==> src/rtl/d_write_buffer_pkg.sv <==
// Shared AXI constants and drain FSM encoding for the uncached-store posted write buffer.
package d_write_buffer_pkg;

  localparam logic [1:0] BURST_INCR = 2'b01;
  localparam logic [2:0] SIZE_BYTE  = 3'b000;
  localparam logic [2:0] SIZE_HALF  = 3'b001;
  localparam logic [2:0] SIZE_WORD  = 3'b010;
  localparam logic [3:0] LEN_SINGLE = 4'b0000;

  localparam int DATA_W = 32;
  localparam int STRB_W = 4;
  localparam int SIZE_W = 3;

  typedef enum logic [1:0] {
    ST_IDLE = 2'b00,
    ST_SEND = 2'b01,
    ST_RESP = 2'b10
  } drain_state_e;

endpackage

==> src/rtl/d_write_buffer_fifo.sv <==
// Store FIFO for the write buffer: payload storage, pointers, occupancy and a
// parallel word-address compare of every valid entry against the uncached load address.
module wb_fifo
  import d_write_buffer_pkg::*;
#(
  parameter int DEPTH  = 4,
  parameter int ADDR_W = 32
) (
  input  logic                         clk,
  input  logic                         rst,
  input  logic                         push,
  input  logic [ADDR_W-1:0]            push_addr,
  input  logic [SIZE_W-1:0]            push_size,
  input  logic [STRB_W-1:0]            push_strb,
  input  logic [DATA_W-1:0]            push_data,
  input  logic                         pop,
  output logic [ADDR_W-1:0]            head_addr,
  output logic [SIZE_W-1:0]            head_size,
  output logic [STRB_W-1:0]            head_strb,
  output logic [DATA_W-1:0]            head_data,
  output logic [$clog2(DEPTH+1)-1:0]   count,
  output logic                         full,
  input  logic [ADDR_W-1:0]            q_addr,
  output logic                         q_conflict
);

  localparam int PTR_W = $clog2(DEPTH);
  localparam int CNT_W = $clog2(DEPTH+1);

  logic [PTR_W-1:0]  wr_ptr_r;
  logic [PTR_W-1:0]  rd_ptr_r;
  logic [CNT_W-1:0]  count_r;
  logic [DEPTH-1:0]  valid_r;
  logic [ADDR_W-1:0] addr_mem_r [DEPTH];
  logic [SIZE_W-1:0] size_mem_r [DEPTH];
  logic [STRB_W-1:0] strb_mem_r [DEPTH];
  logic [DATA_W-1:0] data_mem_r [DEPTH];
  logic              conflict_s;
  logic              unused_q_lsb_s;

  // Pointer, occupancy and per-entry valid bookkeeping
  always_ff @(posedge clk) begin
    if (rst) begin
      wr_ptr_r <= PTR_W'(0);
      rd_ptr_r <= PTR_W'(0);
      count_r  <= CNT_W'(0);
      valid_r  <= DEPTH'(0);
    end else begin
      if (push) begin
        wr_ptr_r           <= wr_ptr_r + PTR_W'(1);
        valid_r[wr_ptr_r]  <= 1'b1;
      end
      if (pop) begin
        rd_ptr_r           <= rd_ptr_r + PTR_W'(1);
        valid_r[rd_ptr_r]  <= 1'b0;
      end
      case ({push, pop})
        2'b10:   count_r <= count_r + CNT_W'(1);
        2'b01:   count_r <= count_r - CNT_W'(1);
        default: count_r <= count_r;
      endcase
    end
  end

  // Payload storage; contents are only meaningful where valid_r is set
  always_ff @(posedge clk) begin
    if (push) begin
      addr_mem_r[wr_ptr_r] <= push_addr;
      size_mem_r[wr_ptr_r] <= push_size;
      strb_mem_r[wr_ptr_r] <= push_strb;
      data_mem_r[wr_ptr_r] <= push_data;
    end
  end

  // Word-granular hit check; the head stays valid until its write response
  always_comb begin
    conflict_s = 1'b0;
    for (int i = 0; i < DEPTH; i++) begin
      conflict_s = conflict_s |
                   (valid_r[i] & (addr_mem_r[i][ADDR_W-1:2] == q_addr[ADDR_W-1:2]));
    end
  end

  assign unused_q_lsb_s = ^q_addr[1:0];
  assign q_conflict     = conflict_s;
  assign head_addr      = addr_mem_r[rd_ptr_r];
  assign head_size      = size_mem_r[rd_ptr_r];
  assign head_strb      = strb_mem_r[rd_ptr_r];
  assign head_data      = data_mem_r[rd_ptr_r];
  assign count          = count_r;
  assign full           = (count_r == CNT_W'(DEPTH));

endmodule

==> src/rtl/d_write_buffer.sv <==
// Posted write buffer for uncached single-word stores: queues stores from d_cache
// and retires them one at a time to the AXI AW/W/B port in FIFO order.
module d_write_buffer
  import d_write_buffer_pkg::*;
#(
  parameter int DEPTH  = 4,
  parameter int ADDR_W = 32
) (
  input  logic              clk,
  input  logic              rst,
  input  logic              wb_valid,
  output logic              wb_ready,
  input  logic [ADDR_W-1:0] wb_addr,
  input  logic [2:0]        wb_size,
  input  logic [3:0]        wb_strb,
  input  logic [31:0]       wb_data,
  output logic              wb_empty,
  input  logic [ADDR_W-1:0] q_addr,
  output logic              q_conflict,
  output logic [ADDR_W-1:0] awaddr,
  output logic [3:0]        awlen,
  output logic [2:0]        awsize,
  output logic              awvalid,
  input  logic              awready,
  output logic [31:0]       wdata,
  output logic [3:0]        wstrb,
  output logic              wlast,
  output logic              wvalid,
  input  logic              wready,
  input  logic              bvalid,
  output logic              bready
);

  localparam int CNT_W = $clog2(DEPTH+1);

  drain_state_e      state_r;
  drain_state_e      next_state_s;
  logic [CNT_W-1:0]  count_s;
  logic              full_s;
  logic              push_s;
  logic              pop_s;
  logic              load_s;
  logic              aw_done_s;
  logic              w_done_s;
  logic [ADDR_W-1:0] head_addr_s;
  logic [SIZE_W-1:0] head_size_s;
  logic [STRB_W-1:0] head_strb_s;
  logic [DATA_W-1:0] head_data_s;
  logic [ADDR_W-1:0] awaddr_r;
  logic [2:0]        awsize_r;
  logic              awvalid_r;
  logic [31:0]       wdata_r;
  logic [3:0]        wstrb_r;
  logic              wvalid_r;
  logic              bready_r;

  assign push_s = wb_valid & ~full_s;

  wb_fifo #(
    .DEPTH  (DEPTH),
    .ADDR_W (ADDR_W)
  ) u_fifo (
    .clk        (clk),
    .rst        (rst),
    .push       (push_s),
    .push_addr  (wb_addr),
    .push_size  (wb_size),
    .push_strb  (wb_strb),
    .push_data  (wb_data),
    .pop        (pop_s),
    .head_addr  (head_addr_s),
    .head_size  (head_size_s),
    .head_strb  (head_strb_s),
    .head_data  (head_data_s),
    .count      (count_s),
    .full       (full_s),
    .q_addr     (q_addr),
    .q_conflict (q_conflict)
  );

  // Drain FSM state register
  always_ff @(posedge clk) begin
    if (rst) begin
      state_r <= ST_IDLE;
    end else begin
      state_r <= next_state_s;
    end
  end

  // An AXI channel is finished once its valid is low or is being accepted now
  assign aw_done_s = ~awvalid_r | awready;
  assign w_done_s  = ~wvalid_r | wready;

  // Drain FSM next-state
  always_comb begin
    next_state_s = state_r;
    case (state_r)
      ST_IDLE: begin
        if (count_s != CNT_W'(0)) next_state_s = ST_SEND;
        else                      next_state_s = ST_IDLE;
      end
      ST_SEND: begin
        if (aw_done_s & w_done_s) next_state_s = ST_RESP;
        else                      next_state_s = ST_SEND;
      end
      ST_RESP: begin
        if (bvalid) next_state_s = ST_IDLE;
        else        next_state_s = ST_RESP;
      end
      default: next_state_s = ST_IDLE;
    endcase
  end

  // Drain FSM decoded actions
  always_comb begin
    load_s = 1'b0;
    pop_s  = 1'b0;
    case (state_r)
      ST_IDLE: load_s = (count_s != CNT_W'(0));
      ST_SEND: load_s = 1'b0;
      ST_RESP: pop_s  = bvalid;
      default: begin
        load_s = 1'b0;
        pop_s  = 1'b0;
      end
    endcase
  end

  // AXI request/response registers; payload only changes on a new head load
  always_ff @(posedge clk) begin
    if (rst) begin
      awaddr_r  <= ADDR_W'(0);
      awsize_r  <= 3'b000;
      awvalid_r <= 1'b0;
      wdata_r   <= 32'h0000_0000;
      wstrb_r   <= 4'b0000;
      wvalid_r  <= 1'b0;
      bready_r  <= 1'b0;
    end else begin
      if (load_s) begin
        awaddr_r  <= head_addr_s;
        awsize_r  <= head_size_s;
        wdata_r   <= head_data_s;
        wstrb_r   <= head_strb_s;
        awvalid_r <= 1'b1;
        wvalid_r  <= 1'b1;
      end else begin
        if (awvalid_r & awready) awvalid_r <= 1'b0;
        if (wvalid_r & wready)   wvalid_r  <= 1'b0;
      end
      if ((state_r == ST_SEND) && (next_state_s == ST_RESP)) bready_r <= 1'b1;
      else if (pop_s)                                       bready_r <= 1'b0;
    end
  end

  assign wb_ready = ~full_s;
  assign wb_empty = (count_s == CNT_W'(0)) && (state_r == ST_IDLE);
  assign awaddr   = awaddr_r;
  assign awlen    = LEN_SINGLE;
  assign awsize   = awsize_r;
  assign awvalid  = awvalid_r;
  assign wdata    = wdata_r;
  assign wstrb    = wstrb_r;
  assign wlast    = 1'b1;
  assign wvalid   = wvalid_r;
  assign bready   = bready_r;

endmodule

==> config.mk <==
export PLATFORM = sky130hd
export DESIGN_NAME = d_write_buffer
export DESIGN_NICKNAME = d
export VERILOG_FILES = /design/src/rtl/d_write_buffer_pkg.sv /design/src/rtl/d_write_buffer_fifo.sv /design/src/rtl/d_write_buffer.sv
export SDC_FILE = /design/constraint.sdc
export NUM_CORES = 1
export LEC_CHECK = 0
export ABC_CLOCK_PERIOD_IN_PS = 3000
export BUFFER_PORTS_ARGS = -buffer_cell sky130_fd_sc_hd__buf_2
export CORE_UTILIZATION = 50
export DETAILED_ROUTE_END_ITERATION = 8
export PLACE_DENSITY_LB_ADDON = 0.1
export SYNTH_ARGS = -nofsm -noshare
export SYNTH_HDL_FRONTEND = slang
export SYNTH_SLANG_ARGS = --single-unit
export TNS_END_PERCENT = 10
==> constraint.sdc <==
create_clock -name clk -period 3 [get_ports clk]
set_input_delay 0.6 -clock clk [delete_from_list [all_inputs] [get_ports clk]]
set_output_delay 0.6 -clock clk [all_outputs]
set_load 0.03 [all_outputs]
==> impl_metrics.toml <==
[critical_path]
crit_chain = "xnor2_1 -> nand4_1 -> nor4_1 -> nand4_1 -> nand4_1 -> buf_2"
worstPathMaxFanout = 2
critPathRequiredTime_ns = 2.40
criticalPathCategory = "register to output port"
ff2ff_path_depth = 10
r2r-end = "u_fifo.count[2]"
start_kind = "register"
max_stage_delay_ns = 0.43
crit_slowest_cell = "edfxtp_1"
crit_arrival_ns = 2.31
r2r_slack_ns = 0.79
cp_num_buf_inv = 1
cp_common_cell = "nand4_1"
cp-end-kind = "output port"
crit_family = "simple AND/OR/NAND/NOR gates"
worstReg2RegStart = "u_fifo.count[0]"

[die]
core_area_sq_um = 30600
num_rows = 64
die_w_um = 178
initial_utilization = 0.508
die_area_sq_um = 31800
ioPinCount = 191
die_y_um = 178

[synth]
synth-edff-count = 284
yosys-top-cells-count = "edfxtp_1 (284), nand2_2 (113), dfxtp_1 (87), xnor2_1 (78), mux4_2 (71)"
yosys_warnings = 0
seq_area_frac_synth = 0.661
ys_ff_latch = 371
avgSynthCellArea_sq_um = 16.4
yosys-top-cells-area = "edfxtp_1 (55%), dfxtp_1 (11%), mux4_2 (10%)"
synth_cell_type_count = 37
syn_inst = 949
ys.flop_type = "edfxtp_1"
synth_top_cell_area_share = 0.549
async_flop_share = 0
synth_area_sq_um = 15500
synth_most_common_cell = "edfxtp_1"
yosysTopAreaCell = "edfxtp_1"

[placement]
post-dp-hpwl_um = 22300
place_inst = 1492
io_buffers = 183
place_area_sq_um = 16800
gp_congestion = 0.845

[hold_path]
min_from = "wb_addr[28]"
hp-class = "input pin to register"
hold_end = "u_fifo.addr_mem_r[1][28]"
whs_path_depth = 1

[global_routing]
grt_pass1_vias = 8611
grt-ovfl-total = 0
grt_usage = 0.220
grt_max_degree = 73
antenna_found_initial = 8
grt_pass1_wl_um = 51300

[detailed_routing]
drc = 0
first_iter_violations = 514
viasPerCell = 5.36
num_vias = 8425
drtAntennaViolNets = 0
drt-pass1-iter-count = 4
wl_per_cell_um = 21.8
wl_um = 34300

[timing]
skew_ns = 0.0171
slew_headroom = 0.590
fin_crit_ns = 2.91
worst_pin_slew_ns = 0.615
slew_violations = 0
hold_ws_ns = 0.280
setup_tns_ns = 0
setup_viol = 0
min_period_over_period = 0.968
timing.fmax_ghz = 0.344
hold_viol = 0
rsz0062_at_grt = "false"

[clocking]
clockRootBuffer = "clkbuf_16"
cts.sinks = 371
htreeDepth = 2
clk_latency_ns = 0.53
postCtsSetupBuffers = 0
numCtsBuffers = 41
clk_path_buf_depth = 3
clkTransAtPathRegs_ns = 0.06
cts_tree = "done"

[final_layout]
stdcell_area_sq_um = 18300
num-nets-final = 1258
finalNonFillerCells = 1571
final_layout_size_suffix_gt1_frac = 0.456
area_growth_pct = 17.6

[power_and_ir_drop]
powerDensity_nw_per_um2 = 753
irDropWorstVdd_mv = 0.463
p_leak_uw = 0.00628

[run]
max-cap-violations = 0

[run_status]
status = "completed"
-- timing repair --
action                     CTS  global route
resized for setup            0             4
hold buffers                 0             0
setup endpoints to repair    0             1
-- kinds of logic (layout without fill, tap and decap cells) --
logic type	Yosys count	after routing	synth area share
AO/OA/AOI/OAI	88	88	0.0435
other	2	10	0.000483
flip-flops	371	371	0.661
adder cells (fa/ha/maj)	10	10	0.00853
buffers and inverters	70	288	0.0337
multiplexers	73	73	0.104
AND/OR/NAND/NOR	211	211	0.0792
XOR/XNOR	124	124	0.0699
-- routing by layer --
metal	routed length, um	vias to the layer above	track usage
met5	43	-	0
met4	567	6	0.0565
met3	2280	50	0.0541
met2	16400	232	0.349
met1	15000	4227	0.304
li1	-	3910	-
-- final cells by class --
type	instances	area, sq um
antenna	5	12.5
inverter	8	30.0
timing repair buffer	206	1230
sequential	371	10300
tap	396	495
clock inverter	16	194
fill	2359	12300
multi-input combinational	511	4810
clock buffer	58	1230
-- registers in the layout (all words and copies together) (netlist names) --
signal             count
u_fifo.strb_mem_r     16
wdata                 32
wstrb                  4
u_fifo.wr_ptr_r        2
u_fifo.data_mem_r    128
awsize                 3
u_fifo.count           3
u_fifo.valid_r         4
state_r                2
awaddr                32
wvalid                 1
u_fifo.addr_mem_r    128
awvalid                1
bready                 1
u_fifo.size_mem_r     12
u_fifo.rd_ptr_r        2
-- how the worst max path moves through the flow --
stage          depth (start not counted)                      from                       to
4_1_cts                                6  u_fifo.addr_mem_r[0][27]               q_conflict
3_5_place_dp                           7                q_addr[27]               q_conflict
2_1_floorplan                          3           u_fifo.count[1]  u_fifo.addr_mem_r[0][0]
3_3_place_gp                           7                q_addr[27]               q_conflict
6_report                               6   u_fifo.addr_mem_r[0][8]               q_conflict
5_1_grt                                6  u_fifo.addr_mem_r[0][27]               q_conflict
-- layout by cell type, fill, tap and decap left out, types with 15 or more instances in the layout --
master / instances
nand2_2: 113
a21oi_1: 22
dfxtp_1: 85
xor2_1: 46
xnor2_1: 75
a21oi_2: 60
nand4_1: 25
edfxtp_1: 284
nand2_1: 32
clkbuf_16: 43
buf_2: 182
mux4_2: 71
nor4_1: 15
-- power by group --
group | leakage, uW | switching (uW) | total (uW) | internal [uW]
registers | 0.00332 | 215 | 6190 | 5980
clock network | 0.000710 | 1990 | 5200 | 3210
logic | 0.00225 | 1580 | 2390 | 805
total | 0.00628 | 3780 | 13800 | 9990
-- stage by stage --
step	setup slack [ns]	total power (uW)	util
after floorplan	0.0380	8130	-
after detailed placement	0.266	8720	0.550
after global routing	0.0184	14300	0.597
final	0.0949	13800	0.598
after CTS	0.0240	13900	0.596
after global placement	0.272	8690	0.550
Note: power is estimated with default switching activity, not from simulation.
